### src/rtl/kgp_trace_capture_pkg.sv
// Shared definitions for the KGP_RISC retire-trace capture block: record layout,
// stream word-index encoding and a helper that picks one word out of a record.
package kgp_trace_capture_pkg;

  localparam int REC_W     = 96;
  localparam int WORD_W    = 32;
  localparam int PC_LSB    = 64;
  localparam int INSTR_LSB = 32;
  localparam int ALU_LSB   = 0;

  localparam logic [31:0] PC_RESET = 32'hFFFF_FFFF;

  // Which word of the head record the stream is presenting.
  typedef enum logic [1:0] {
    W_PC    = 2'd0,
    W_INSTR = 2'd1,
    W_ALU   = 2'd2
  } word_e;

  // Select the 32-bit stream word of a packed record for a given word index.
  function automatic logic [WORD_W-1:0] rec_word(input logic [REC_W-1:0] rec, input word_e idx);
    logic [WORD_W-1:0] w;
    case (idx)
      W_PC:    w = rec[PC_LSB    +: WORD_W];
      W_INSTR: w = rec[INSTR_LSB +: WORD_W];
      W_ALU:   w = rec[ALU_LSB   +: WORD_W];
      default: w = 32'd0;
    endcase
    return w;
  endfunction

  // Pack the three trace fields into one record.
  function automatic logic [REC_W-1:0] rec_pack(input logic [WORD_W-1:0] pc,
                                                input logic [WORD_W-1:0] instr,
                                                input logic [WORD_W-1:0] alu);
    logic [REC_W-1:0] r;
    r = {REC_W{1'b0}};
    r[PC_LSB    +: WORD_W] = pc;
    r[INSTR_LSB +: WORD_W] = instr;
    r[ALU_LSB   +: WORD_W] = alu;
    return r;
  endfunction

endpackage

### src/rtl/kgp_trace_capture_if.sv
// Valid/ready word stream carrying trace records out of the capture block.
interface kgp_trace_capture_if;
  import kgp_trace_capture_pkg::*;

  logic [WORD_W-1:0] out_data;
  logic              out_valid;
  logic              out_ready;
  logic              out_last;

  modport master (output out_data, output out_valid, output out_last, input out_ready);
  modport slave  (input out_data, input out_valid, input out_last, output out_ready);
endinterface

### src/rtl/kgp_trace_fifo.sv
// Synchronous record FIFO with an occupancy count that can represent 0..DEPTH.
// A push while full is accepted only if a pop happens in the same cycle.
module kgp_trace_fifo #(
  parameter int WIDTH = 96,
  parameter int DEPTH = 16,
  localparam int AW = $clog2(DEPTH)
) (
  input  logic             clk,
  input  logic             rst,
  input  logic             push,
  input  logic             pop,
  input  logic [WIDTH-1:0] wdata,
  output logic [WIDTH-1:0] rdata,
  output logic             full,
  output logic             empty,
  output logic [AW:0]      count
);

  logic [WIDTH-1:0] mem [DEPTH];
  logic [AW-1:0]    wr_ptr;
  logic [AW-1:0]    rd_ptr;
  logic [AW:0]      cnt;
  logic             push_ok;
  logic             pop_ok;

  assign empty = (cnt == {(AW+1){1'b0}});
  assign full  = (cnt == (AW+1)'(DEPTH));
  assign count = cnt;
  assign rdata = mem[rd_ptr];

  // Qualify requests: pop needs data, push needs room or a simultaneous pop.
  always_comb begin
    pop_ok  = pop & ~empty;
    push_ok = push & (~full | pop_ok);
  end

  // Pointer and occupancy bookkeeping.
  always_ff @(posedge clk) begin
    if (!rst) begin
      wr_ptr <= {AW{1'b0}};
      rd_ptr <= {AW{1'b0}};
      cnt    <= {(AW+1){1'b0}};
    end else begin
      if (push_ok) begin
        wr_ptr <= wr_ptr + AW'(1);
      end
      if (pop_ok) begin
        rd_ptr <= rd_ptr + AW'(1);
      end
      case ({push_ok, pop_ok})
        2'b10:   cnt <= cnt + (AW+1)'(1);
        2'b01:   cnt <= cnt - (AW+1)'(1);
        default: cnt <= cnt;
      endcase
    end
  end

  // Record storage; contents are only visible through the head while non-empty.
  always_ff @(posedge clk) begin
    if (push_ok) begin
      mem[wr_ptr] <= wdata;
    end
  end

endmodule

### src/rtl/kgp_trace_capture.sv
// Retire-trace capture: records {pc, instruction, aluresult} once per new PC into a
// FIFO and streams each record out as three words (pc, instruction, aluresult).
module kgp_trace_capture
  import kgp_trace_capture_pkg::*;
#(
  parameter int DEPTH = 16,
  parameter int CNT_W = 16
) (
  input  logic                     clk,
  input  logic                     rst,
  input  logic                     cap_en,
  input  logic [31:0]              pc,
  input  logic [31:0]              new_pc,
  input  logic [31:0]              instruction,
  input  logic [31:0]              aluresult,
  kgp_trace_capture_if.master      strm,
  output logic [$clog2(DEPTH):0]   fifo_count,
  output logic [CNT_W-1:0]         overflow_cnt,
  output logic                     halt_seen
);

  logic [31:0]      prev_pc;
  logic             push;
  logic             pop;
  logic             full;
  logic             empty;
  logic             hs;
  logic             drop;
  logic [REC_W-1:0] head;
  word_e            idx;
  word_e            idx_next;
  logic [31:0]      data_c;
  logic             valid_c;
  logic             last_c;

  kgp_trace_fifo #(
    .WIDTH (REC_W),
    .DEPTH (DEPTH)
  ) u_fifo (
    .clk   (clk),
    .rst   (rst),
    .push  (push),
    .pop   (pop),
    .wdata (rec_pack(pc, instruction, aluresult)),
    .rdata (head),
    .full  (full),
    .empty (empty),
    .count (fifo_count)
  );

  // Capture request, handshake, pop and drop decode.
  always_comb begin
    push = cap_en & (pc != prev_pc);
    hs   = ~empty & strm.out_ready;
    pop  = hs & (idx == W_ALU);
    drop = push & full & ~pop;
  end

  // Track the previous PC every cycle so a stalled PC yields a single record.
  always_ff @(posedge clk) begin
    if (!rst) begin
      prev_pc <= PC_RESET;
    end else begin
      prev_pc <= pc;
    end
  end

  // Saturating dropped-record counter and sticky self-loop flag.
  always_ff @(posedge clk) begin
    if (!rst) begin
      overflow_cnt <= {CNT_W{1'b0}};
      halt_seen    <= 1'b0;
    end else begin
      if (drop && (overflow_cnt != {CNT_W{1'b1}})) begin
        overflow_cnt <= overflow_cnt + CNT_W'(1);
      end else begin
        overflow_cnt <= overflow_cnt;
      end
      if (push && (new_pc == pc)) begin
        halt_seen <= 1'b1;
      end else begin
        halt_seen <= halt_seen;
      end
    end
  end

  // Word-index state register.
  always_ff @(posedge clk) begin
    if (!rst) begin
      idx <= W_PC;
    end else begin
      idx <= idx_next;
    end
  end

  // Word-index next state: advance one word per accepted handshake.
  always_comb begin
    idx_next = idx;
    if (empty) begin
      idx_next = W_PC;
    end else begin
      case (idx)
        W_PC: begin
          if (hs) idx_next = W_INSTR;
          else    idx_next = W_PC;
        end
        W_INSTR: begin
          if (hs) idx_next = W_ALU;
          else    idx_next = W_INSTR;
        end
        W_ALU: begin
          if (hs) idx_next = W_PC;
          else    idx_next = W_ALU;
        end
        default: idx_next = W_PC;
      endcase
    end
  end

  // Stream outputs: the head record word selected by the index, zero when empty.
  always_comb begin
    valid_c = 1'b0;
    last_c  = 1'b0;
    data_c  = 32'd0;
    if (!empty) begin
      valid_c = 1'b1;
      last_c  = (idx == W_ALU);
      data_c  = rec_word(head, idx);
    end else begin
      valid_c = 1'b0;
      last_c  = 1'b0;
      data_c  = 32'd0;
    end
  end

  assign strm.out_data  = data_c;
  assign strm.out_valid = valid_c;
  assign strm.out_last  = last_c;

endmodule

### src/flat_wrapper.sv
// flat-port wrapper written by rule: the top's interface ports become plain ports
module kgp_trace_capture_flat import kgp_trace_capture_pkg::*;
#(
  parameter int DEPTH = 16,
  parameter int CNT_W = 16
)
  (clk, rst, cap_en, pc, new_pc, instruction, aluresult, fifo_count, overflow_cnt, halt_seen, strm_out_data, strm_out_valid, strm_out_last, strm_out_ready);
  kgp_trace_capture_if strm_i ();
  input  logic clk;
  input  logic rst;
  input  logic cap_en;
  input  logic [31:0] pc;
  input  logic [31:0] new_pc;
  input  logic [31:0] instruction;
  input  logic [31:0] aluresult;
  output logic [$clog2(DEPTH):0] fifo_count;
  output logic [CNT_W-1:0] overflow_cnt;
  output logic halt_seen;
  output wire logic [$bits(strm_i.out_data)-1:0] strm_out_data;
  output wire logic [$bits(strm_i.out_valid)-1:0] strm_out_valid;
  output wire logic [$bits(strm_i.out_last)-1:0] strm_out_last;
  input wire logic [$bits(strm_i.out_ready)-1:0] strm_out_ready;
  assign strm_out_data = strm_i.out_data;
  assign strm_out_valid = strm_i.out_valid;
  assign strm_out_last = strm_i.out_last;
  assign strm_i.out_ready = strm_out_ready;
  kgp_trace_capture #(.DEPTH(DEPTH), .CNT_W(CNT_W)) u_core (.clk(clk), .rst(rst), .cap_en(cap_en), .pc(pc), .new_pc(new_pc), .instruction(instruction), .aluresult(aluresult), .strm(strm_i), .fifo_count(fifo_count), .overflow_cnt(overflow_cnt), .halt_seen(halt_seen));
endmodule
### config.mk
export PLATFORM = sky130hd
export DESIGN_NAME = kgp_trace_capture_flat
export DESIGN_NICKNAME = d
export VERILOG_FILES = /design/src/rtl/kgp_trace_capture_pkg.sv /design/src/rtl/kgp_trace_capture_if.sv /design/src/rtl/kgp_trace_fifo.sv /design/src/rtl/kgp_trace_capture.sv /design/src/flat_wrapper.sv
export SDC_FILE = /design/constraint.sdc
export NUM_CORES = 1
export LEC_CHECK = 0
export ABC_CLOCK_PERIOD_IN_PS = 11750
export BUFFER_PORTS_ARGS = -buffer_cell sky130_fd_sc_hd__buf_4
export CAP_MARGIN = 20
export CORE_MARGIN = 10
export CORE_UTILIZATION = 45
export DETAILED_ROUTE_END_ITERATION = 8
export MAX_ROUTING_LAYER = met4
export PLACE_DENSITY = 0.72
export REMOVE_ABC_BUFFERS = 1
export SYNTH_ARGS = -nofsm -noshare
export SYNTH_HDL_FRONTEND = slang
export SYNTH_SLANG_ARGS = --single-unit
### constraint.sdc
create_clock -name clk -period 11.75 [get_ports clk]
set_clock_uncertainty 0.15 [all_clocks]
set_input_delay 2.35 -clock clk [delete_from_list [all_inputs] [get_ports clk]]
set_output_delay 2.35 -clock clk [all_outputs]
set_load 0.03 [all_outputs]
==> Yosys cells after proc, flatten, opt, wreduce, memory -nomap -nowiden <==
Memories as Yosys holds them, arrays and structs flattened. A register that Yosys moved wholly into a read port is not among the register bits.
Index checks and enable logic that the tools add are counted.
W data, S select, Z words.
{ "totals": {"n_memories": 1, "register_bits": 64, "in_bits": 132, "ramBits": 1536, "out_inout_bits": 56} }
{ "classes": {"reduce_logical": 6, "mux": 13, "eq_ne": 8, "bitwise_logic": 12, "n_addsub": 5} }
{ "memory_table": {"columns": ["memory", "words", "width", "read_ports", "rd_clocked_by_memory_dff", "write_ports", "line", "rtl"], "rows": [
  ["u_core.u_fifo.mem", 16, 96, 1, 1, 1, "kgp_trace_fifo.sv:19", "logic [WIDTH-1:0] mem [DEPTH];"]
]} }
{ "op_table": {"columns": ["op", "count"], "rows": [
  ["$pmux W32 S3", 1],
  ["$eq A32 B32 Y1", 1],
  ["$mux W32", 1],
  ["$ne A32 B32 Y1", 1],
  ["$add A16 B1 Y16 const B", 1],
  ["$ne A16 B16 Y1 const B", 1],
  ["$pmux W5 S2", 1],
  ["$add A4 B1 Y4 const B", 2],
  ["$mux W4", 2],
  ["$and A1 B1 Y1", 7],
  ["$pmux W2 S3", 1],
  ["$add A5 B1 Y5 const B", 1],
  ["$eq A5 B5 Y1 const B", 1],
  ["$logic_not A5 Y1", 1],
  ["$mux W1", 5],
  ["$sub A5 B1 Y5 const B", 1],
  ["$eq A2 B1 Y1 const B", 2],
  ["$eq A2 B2 Y1 const B", 2],
  ["$mux W2", 2],
  ["$not A1 Y1", 4],
  ["$logic_and A1 B1 Y1", 2],
  ["$logic_not A2 Y1", 1],
  ["$reduce_bool A2 Y1", 1],
  ["$reduce_or A2 Y1", 1],
  ["$or A1 B1 Y1", 1]
]} }

==> Depth between registers and ports, before layout <==
Gate-level depths: netlist of the first run.
{ "depth": {"depth_word": 9, "ltp_mapped": 12} }

==> Modules after synthesis <==
Synthesis of the first run repeated with hierarchy kept, for this count alone.
{ "unflattened": {"cells_unflattened": 2887, "area_unflattened_um2": 61686.7} }
{ "modules_own_cells": {"columns": ["module", "area_each_um2", "seq_area_each_um2", "cells_per_inst", "instances"], "rows": [
  ["kgp_trace_fifo", 58252.1, 46464.6, 2466, 1],
  ["kgp_trace_capture", 3434.5, 1021.0, 421, 1]
]} }

==> Least setup slack after synthesis of the first run <==
OpenSTA, ideal clock, no wires.
{ "synth_path": {"path_kind": "input -> register", "startpoint": "input strm_out_ready", "endpoint": "memory u_core.u_fifo.mem[3][0], enable pin", "stages": 5, "t_required_ps": 10932, "setup_slack_ps": 1506, "arrival_ps": 9425, "n_path_buf": 0, "setup_ps": 668, "cell_sequence": "inv_1 -> o211a_1 -> nor2b_1 -> o211ai_1 -> nor3_1"} }
{ "synth_between": {"elab_chain_cells": 7} }
{ "synth_rtl": {"columns": ["element", "line", "rtl"], "rows": [
  ["start, declared", "flat_wrapper.sv:22", "input wire logic [$bits(strm_i.out_ready)-1:0] strm_out_ready;"],
  ["$and A1 B1 Y1", "kgp_trace_capture.sv:54", "hs = ~empty & strm.out_ready;"],
  ["$and A1 B1 Y1", "kgp_trace_capture.sv:55", "pop = hs & (idx == W_ALU);"],
  ["$and A1 B1 Y1", "kgp_trace_fifo.sv:33", "pop_ok = pop & ~empty;"],
  ["$or A1 B1 Y1", "kgp_trace_fifo.sv:34", "push_ok = push & (~full | pop_ok);"],
  ["$and A1 B1 Y1", "kgp_trace_fifo.sv:34", null],
  ["$mux W1", "kgp_trace_fifo.sv:60", "if (push_ok) begin"],
  ["$mux W1 (not written as such)", "kgp_trace_fifo.sv:61", "mem[wr_ptr] <= wdata;"],
  ["end, declared", "kgp_trace_fifo.sv:19", null]
]} }
No other way between the ends.

==> summary.md, run 1 <==
| Metric | Value |
|---|---|
| Hold slack | between 0.3 and 0.4 ns |
| CP Launch Type | flop |
| First-pass GRT wire length | approximately 210000 um |
| FFs w/ async S/R, synth | 0% |
| Via density | just over 6 |
| Vias in the first global route | about 30000 |
| # fillers | between 10000 and 15000 |
| Die Y | slightly below 400 um |
| Port buffer count | ~190 |
| IO Pins | 188 |
| Critical R2R Launch | u_core.prev_pc[11] |
| Synth Flop Type | edfxtp_1 |
| Post-CTS setup buffers | 0 |
| Number of cells on the critical path | 7 |
| Synth unique cells | 42 |
| Reg2Reg Setup Slack | between 7 and 8 ns |
| Tot GR Track Use | 20.0% |
| Critical path's top delay family | buffers and inverters |
| Routed vias | 29100 |
| Worst slew pin tran | 1.30 ns |
| CTS max path bufs | 3 |
| Relative slew margins | between 10% and 20% |
| Clock sink count | about 1600 |
| Post-Route WL | about 150000 um |
| Cell Count, Final, Fillers Out | around 4800 |
| Critical Path RT | approximately 9 ns |
| Setup violators final | 0 |
| Htree depth | 4 |
| Final nets | between 3000 and 4000 |
| Remaining DRCs | 0 |
| Fin crit share | a little over three fifths |
| CP peak stage delay | between 0.9 and 1 ns |
| Setup WS pre-CTS | 5.04 ns |
| R2R cell count | 11 |
| Slew Viols, Final | 0 |
| Crit-path cells | buf_12, buf_4, mux4_2, mux4_2, mux2i_1, o21ai_1, buf_4 |
| Highest Clock Rate | around 140 MHz |
| Initial antenna violation count | 11 |
| PwrDens | 168 mW/mm^2 |
| Met2 WL | between 70000 and 80000 um |
| Post-synth EDFFs | approximately 1500 |
| # hold bufs at CTS | 0 |
| GRT overflow | 0 |
| Unrepaired setup endpoints after global routing | no |
| Max layer used | met4 |
| Critical-path top delay cell | buf_4 |
| Row cnt | about 140 |
| Status | finished clean |
| Reported max-cap violation count | 0 |
| Cells after DPL | 4490 |
| DR WL met3 | about 15000 um |
| HP Class | flop to flop |
| DR iter-0 viols | between 3000 and 4000 |
| Synth Cell Area | 0.0615 mm^2 |
| Initial core utilization | roughly 45% |
| CP bufs+invs | 3 |
| Fraction of layout cells with a size suffix above 1 | roughly a third |
| M1 WL | around 60000 um |
| Crit path kind | flop to output port |
| Number of instances resized during post-cts repair | 0 |
| Final worst setup slack | ~4.4 ns |
| Worst-Skew Late Latency | between 0.7 and 0.8 ns |
| Drt wl/cell | 31.0 um |
| Layout overhead on the synthesized area | 14.3% |
| CP Data Arrival Time | a little under 5 ns |
| DPL Wire Length | slightly below 80000 um |
| FF+latch count, synth | 1604 |
| DRT antenna net count | 0 |
| Die area | between 0.15 and 0.2 mm^2 |
| Seq/Total Area, Yosys | between 70% and 80% |
| Drt first pass iters | 8 |
| Hold Path Depth | 1 |
| Leakage power | roughly 21 nW |
| Peak VDD IR | 0.103 mV |
| Core Footprint | about 0.14 mm^2 |
| Crit-path max FO | approximately 180 |
| Synth warnings | 0 |
| TritonCTS clock tree | yes |
| CTS root buf | clkbuf_16 |
| Hold EP | u_core.idx[0] |
| TritonCTS Buffers | 160 |
| Gate count after technology mapping | between 2000 and 3000 |
| Min-Delay Startpoint | u_core.idx[1] |
| Final min period | around 7.3 ns |
| CP endpoint kind | output port |
| CTS clk-pin slew, worst paths | ~0.06 ns |
| Final hold vios | 0 |
| Pin count of the biggest net entering global routing | ~180 |
| R2r endpoint | u_core.u_fifo.count[4] |
| Synthesized area per cell | between 20 and 25 um^2 |
| Die width | between 300 and 400 um |
| Final core occ | a little over 50% |
| Routability congestion estimate | 0.853 |
cells by family after synthesis:
| group | after synthesis | synth area share [%] |
|---|---|---|
| DFF | 1604 | 77.2 |
| muxes | 523 | 18.3 |
| and+or+nand+nor | 182 | 1.60 |
| buffers and inverters | 140 | 1.00 |
| AOI/OAI and AO/OA | 74 | 0.691 |
| xor gates and xnor gates | 72 | 1.03 |
| adders and majority gates | 10 | 0.216 |
layout make-up:
| cell class | instances | area, um^2 | share of cell area [%] |
|---|---|---|---|
| diodes | 11 | 27.5 | 0.0391 |
| clock buffers | 199 | 4250 | 6.05 |
| clock inverters | 91 | 941 | 1.34 |
| inverters | 7 | 26.3 | 0.0374 |
| multi-input cells | 861 | 13500 | 19.2 |
| flip-flops and latches | 1604 | 47500 | 67.5 |
| well taps | 1781 | 2230 | 3.17 |
| repair buffers | 238 | 1830 | 2.60 |
worst max path at each step:
| stage | from | to |
|---|---|---|
| after global placement | flop | strm_out_data[10] |
| after detailed placement | flop | strm_out_data[10] |
| after CTS | flop | strm_out_data[10] |
| after floorplan | flop | strm_out_data[0] |
| after global routing | flop | strm_out_data[10] |
| final | flop | strm_out_data[16] |
cells in the final DEF (no fill, tap or decap), types with 9 or more instances in the layout:
cell type / synthesis / final
o31ai_1: 10 / 10
nor2_1: 11 / 11
clkinv_1: 0 / 32
dfxtp_1: 68 / 63
edfxtp_1: 1536 / 1536
nor4_1: 19 / 18
clkbuf_1: 67 / 32
and3_4: 0 / 14
bufinv_16: 0 / 16
nand2b_1: 37 / 36
diode_2: 0 / 11
nand2_1: 55 / 55
clkbuf_16: 0 / 163
mux4_2: 480 / 480
a21oi_1: 16 / 15
o21ai_1: 32 / 32
clkinv_2: 0 / 22
buf_4: 5 / 234
xor2_1: 68 / 68
mux2i_1: 42 / 42
ha_1: 9 / 9
or4_1: 10 / 10
through the flow:
stage	power (mW)	TNS (ns)	instance area [um^2]
after detailed placement	6.90	0	65100
after global routing	12.1	0	70300
after global placement	6.88	0	65100
final	11.8	0	70300
after CTS	11.9	0	70300
after floorplan	6.66	-261.49	60900
layer usage:
layer | GRT usage [%] | vias to the layer above
li1 | - | 11700
met1 | 26.9 | 15700
met2 | 30.4 | 1550
met3 | 5.56 | 228
met4 | 4.83 | 0
met5 | - | -
flip-flops by register name (all words and copies together), names as in the netlist, named ones only:
name	count
u_core.u_fifo.rd_ptr	4
u_core.prev_pc	32
u_core.u_fifo.wr_ptr	4
u_core.idx	2
u_core.u_fifo.mem	1536
u_core.u_fifo.count	5
u_core.halt_seen	1
u_core.overflow_cnt	16
worst reg2reg max path: stages, from the launching register on:
cell	delay, ns
dfxtp_1	0.31
xor2_1	0.17
nor4_1	0.70
nand4_1	0.55
o21ai_0	0.78
and2_1	0.33
ha_1	0.30
a21o_1	0.20
a21oi_1	0.21
and3_1	0.18
a22oi_1	0.11
mux2i_1	0.17
synth_stat cells (3+ instances only):
cell type | count | area [um^2]
buf_4 | 5 | 37.5
or4_1 | 10 | 75.1
and3_1 | 19 | 119
a21oi_1 | 16 | 80.1
dfxtp_1 | 68 | 1360
nand4_1 | 7 | 43.8
buf_1 | 12 | 45.0
nor2_1 | 11 | 41.3
inv_1 | 7 | 26.3
xor2_1 | 68 | 596
o31ai_1 | 10 | 75.1
clkbuf_1 | 67 | 251
o21ai_0 | 6 | 30.0
nand3_1 | 7 | 35.0
xnor2_1 | 4 | 35.0
o21ai_1 | 32 | 160
edfxtp_1 | 1536 | 46100
nand2b_1 | 37 | 231
nor4_1 | 19 | 119
ha_1 | 9 | 113
nand2_1 | 55 | 206
nor2b_1 | 4 | 25.0
mux4_2 | 480 | 10800
nor3_1 | 4 | 20.0
and2_1 | 3 | 18.8
mux2i_1 | 42 | 420
buf_2 | 47 | 235
power breakdown:
| group | switching [mW] | internal [mW] | leakage, nW |
|---|---|---|---|
| Clock | 2.10 | 2.93 | 2.53 |
| Sequential | 0.0203 | 6.34 | 14.4 |
| Combinational | 0.282 | 0.137 | 4.50 |
| Total | 2.40 | 9.40 | 21.5 |
Note: power is estimated with default switching activity, not from simulation.
==> run 2, diff against run 1 <==
--- a/config.mk
+++ b/config.mk
@@ -5,7 +5,7 @@
 export SDC_FILE = /design/constraint.sdc
 export NUM_CORES = 1
 export LEC_CHECK = 0
-export ABC_CLOCK_PERIOD_IN_PS = 11750
+export ABC_CLOCK_PERIOD_IN_PS = 7700
 export BUFFER_PORTS_ARGS = -buffer_cell sky130_fd_sc_hd__buf_4
 export CAP_MARGIN = 20
 export CORE_MARGIN = 10
==> constraint.sdc (replaced) <==
create_clock -name clk -period 7.7 [get_ports clk]
set_clock_uncertainty 0.15 [all_clocks]
set_input_delay 1.54 -clock clk [delete_from_list [all_inputs] [get_ports clk]]
set_output_delay 1.54 -clock clk [all_outputs]
set_load 0.03 [all_outputs]
==> run 2 against run 1 <==
Compared with the run above: combinational power grew 50%; first-iteration DRC count increased by 1.2%; register-to-register slack lost 4.2 ns; clock power is 52% higher; design area rose by 0.12%; via count is 0.76% lower; worst setup slack got worse by 2.5 ns; sequential power rose by 53%; global-route usage down 0.39 points; worst hold slack improved by 0.028 ns; final cell count unchanged; critical path type unchanged.
==> summary.md, run 2 (synthesis results as in run 1) <==
| Metric | Value |
|---|---|
| R2R cell count | 6 |
| Setup WS pre-CTS | between 2 and 2.5 ns |
| Unrepaired setup endpoints after global routing | no |
| Drt wl/cell | around 30 um |
| Biggest register | u_core.u_fifo.mem |
| Number of instances resized during post-cts repair | 0 |
| Commonest non-fill, non-tap cells in the layout | 1536 x edfxtp_1, 480 x mux4_2, 213 x buf_4 |
| DR iter-0 viols | about 3700 |
| GRT overflow | 0 |
| CTS root buf | clkbuf_16 |
| Leakage power | about 21 nW |
| Drt first pass iters | 5 |
| Critical Path RT | approximately 6.0 ns |
| Post-Route WL | 145000 um |
| Via density | 6.03 |
| Core Footprint | ~0.14 mm^2 |
| Worst-Skew Late Latency | 0.80 ns |
| # fillers | 10100 |
| Row cnt | between 100 and 150 |
| Fin crit share | 75.1% |
| Largest registers | u_core.u_fifo.mem x1536, u_core.prev_pc x32, u_core.overflow_cnt x16 |
| CP Launch Type | flop |
| Final core occ | roughly half |
| DPL Wire Length | around 77000 um |
| Die area | between 0.15 and 0.2 mm^2 |
| Clock sink count | about 1600 |
| CTS max path bufs | 3 |
| Slew Viols, Final | 0 |
| Initial core utilization | 45.4% |
| Reported max-cap violation count | 0 |
| Flip-flop count of the largest register after layout | 1536 |
| First-pass GRT wire length | ~210000 um |
| CP Data Arrival Time | between 4 and 5 ns |
| Crit path kind | flop to output port |
| Crit-path max FO | a little over 70 |
| PwrDens | 255 mW/mm^2 |
| Routability congestion estimate | 0.855 |
| Initial antenna violation count | 17 |
| Port buffer count | ~190 |
| Final worst setup slack | about 1.9 ns |
| Setup violators final | 0 |
| Commonest non-fill, non-tap cell in the layout | edfxtp_1 |
| Post-CTS setup buffers | 0 |
| Die width | 390 um |
| Worst slew pin tran | roughly 1.2 ns |
| Layout overhead on the synthesized area | 14.5% |
| Final hold vios | 0 |
| TritonCTS Buffers | about 160 |
| # hold bufs at CTS | 0 |
| Tot GR Track Use | between 10% and 20% |
| Vias in the first global route | ~30000 |
| DRT antenna net count | 0 |
| Status | finished clean |
| Relative slew margins | 23.2% |
| IO Pins | between 150 and 200 |
| Fraction of layout cells with a size suffix above 1 | between 30% and 40% |
| CP endpoint kind | output port |
| Die Y | ~390 um |
| Highest Clock Rate | 173 MHz |
| Final min period | roughly 5.8 ns |
| Final nets | between 3000 and 4000 |
| Hold Path Depth | 1 |
| Peak VDD IR | approximately 0.17 mV |
| Pin count of the biggest net entering global routing | 112 |
| HP Class | flop to flop |
| TritonCTS clock tree | yes |
| Remaining DRCs | 0 |
| Htree depth | 4 |
| Routed vias | 28900 |
| CTS clk-pin slew, worst paths | about 0.070 ns |
-- run 2: through the flow --
step                      std cells  hold WS (ns)  cell area (um^2)  setup TNS, ns  total power [mW]
after CTS                      4773         0.326             70400              0              18.1
final                          4792         0.328             70400              0              18.0
after detailed placement       4483         0.308             65200              0              10.5
after global placement         4483         0.287             65200              0              10.5
after global routing           4790         0.340             70400              0              18.5
after floorplan                2472         0.275             60900        -531.62              10.2
-- run 2: layout make-up --
type | instances | area [um^2] | share of cell area [%]
Tap cell | 1781 | 2230 | 3.16
Timing Repair Buffer | 231 | 1950 | 2.77
Antenna cell | 18 | 45.0 | 0.0640
Clock buffer | 193 | 4180 | 5.94
Clock inverter | 97 | 961 | 1.36
Inverter | 7 | 26.3 | 0.0373
Multi-Input combinational cell | 861 | 13500 | 19.2
Sequential cell | 1604 | 47500 | 67.5
-- run 2: critical path, stage by stage, from the launching register on --
cell,delay (ns)
dfxtp_4,0.87
buf_12,0.52
mux4_2,0.64
mux4_2,0.49
mux2i_1,0.17
o21ai_1,0.23
buf_4,0.29
-- run 2: metal layers --
metal | vias up | track usage (%) | routed length, um
met5 | - | - | 0
met4 | 0 | 5.39 | 2940
met3 | 218 | 5.52 | 14600
met2 | 1472 | 29.8 | 70000
met1 | 15600 | 26.1 | 57100
li1 | 11700 | - | -
-- run 2: report_power, final --
group / total (mW) / switching [mW] / internal (mW)
sequential: 9.71 / 0.0371 / 9.67
clock: 7.64 / 3.25 / 4.39
combinational: 0.628 / 0.420 / 0.209
total: 18.0 / 3.71 / 14.3
-- run 2: final timing paths --
| path | from | endpoint | slack (ns) |
|---|---|---|---|
| min reg2reg | u_core.idx[1] | u_core.idx[0] | 0.33 |
| max reg2reg | u_core.idx[0] | u_core.u_fifo.mem[11][56] | 3.31 |
| min | u_core.idx[1] | u_core.idx[0] | 0.33 |
| max | flop | strm_out_data[14] | 1.92 |
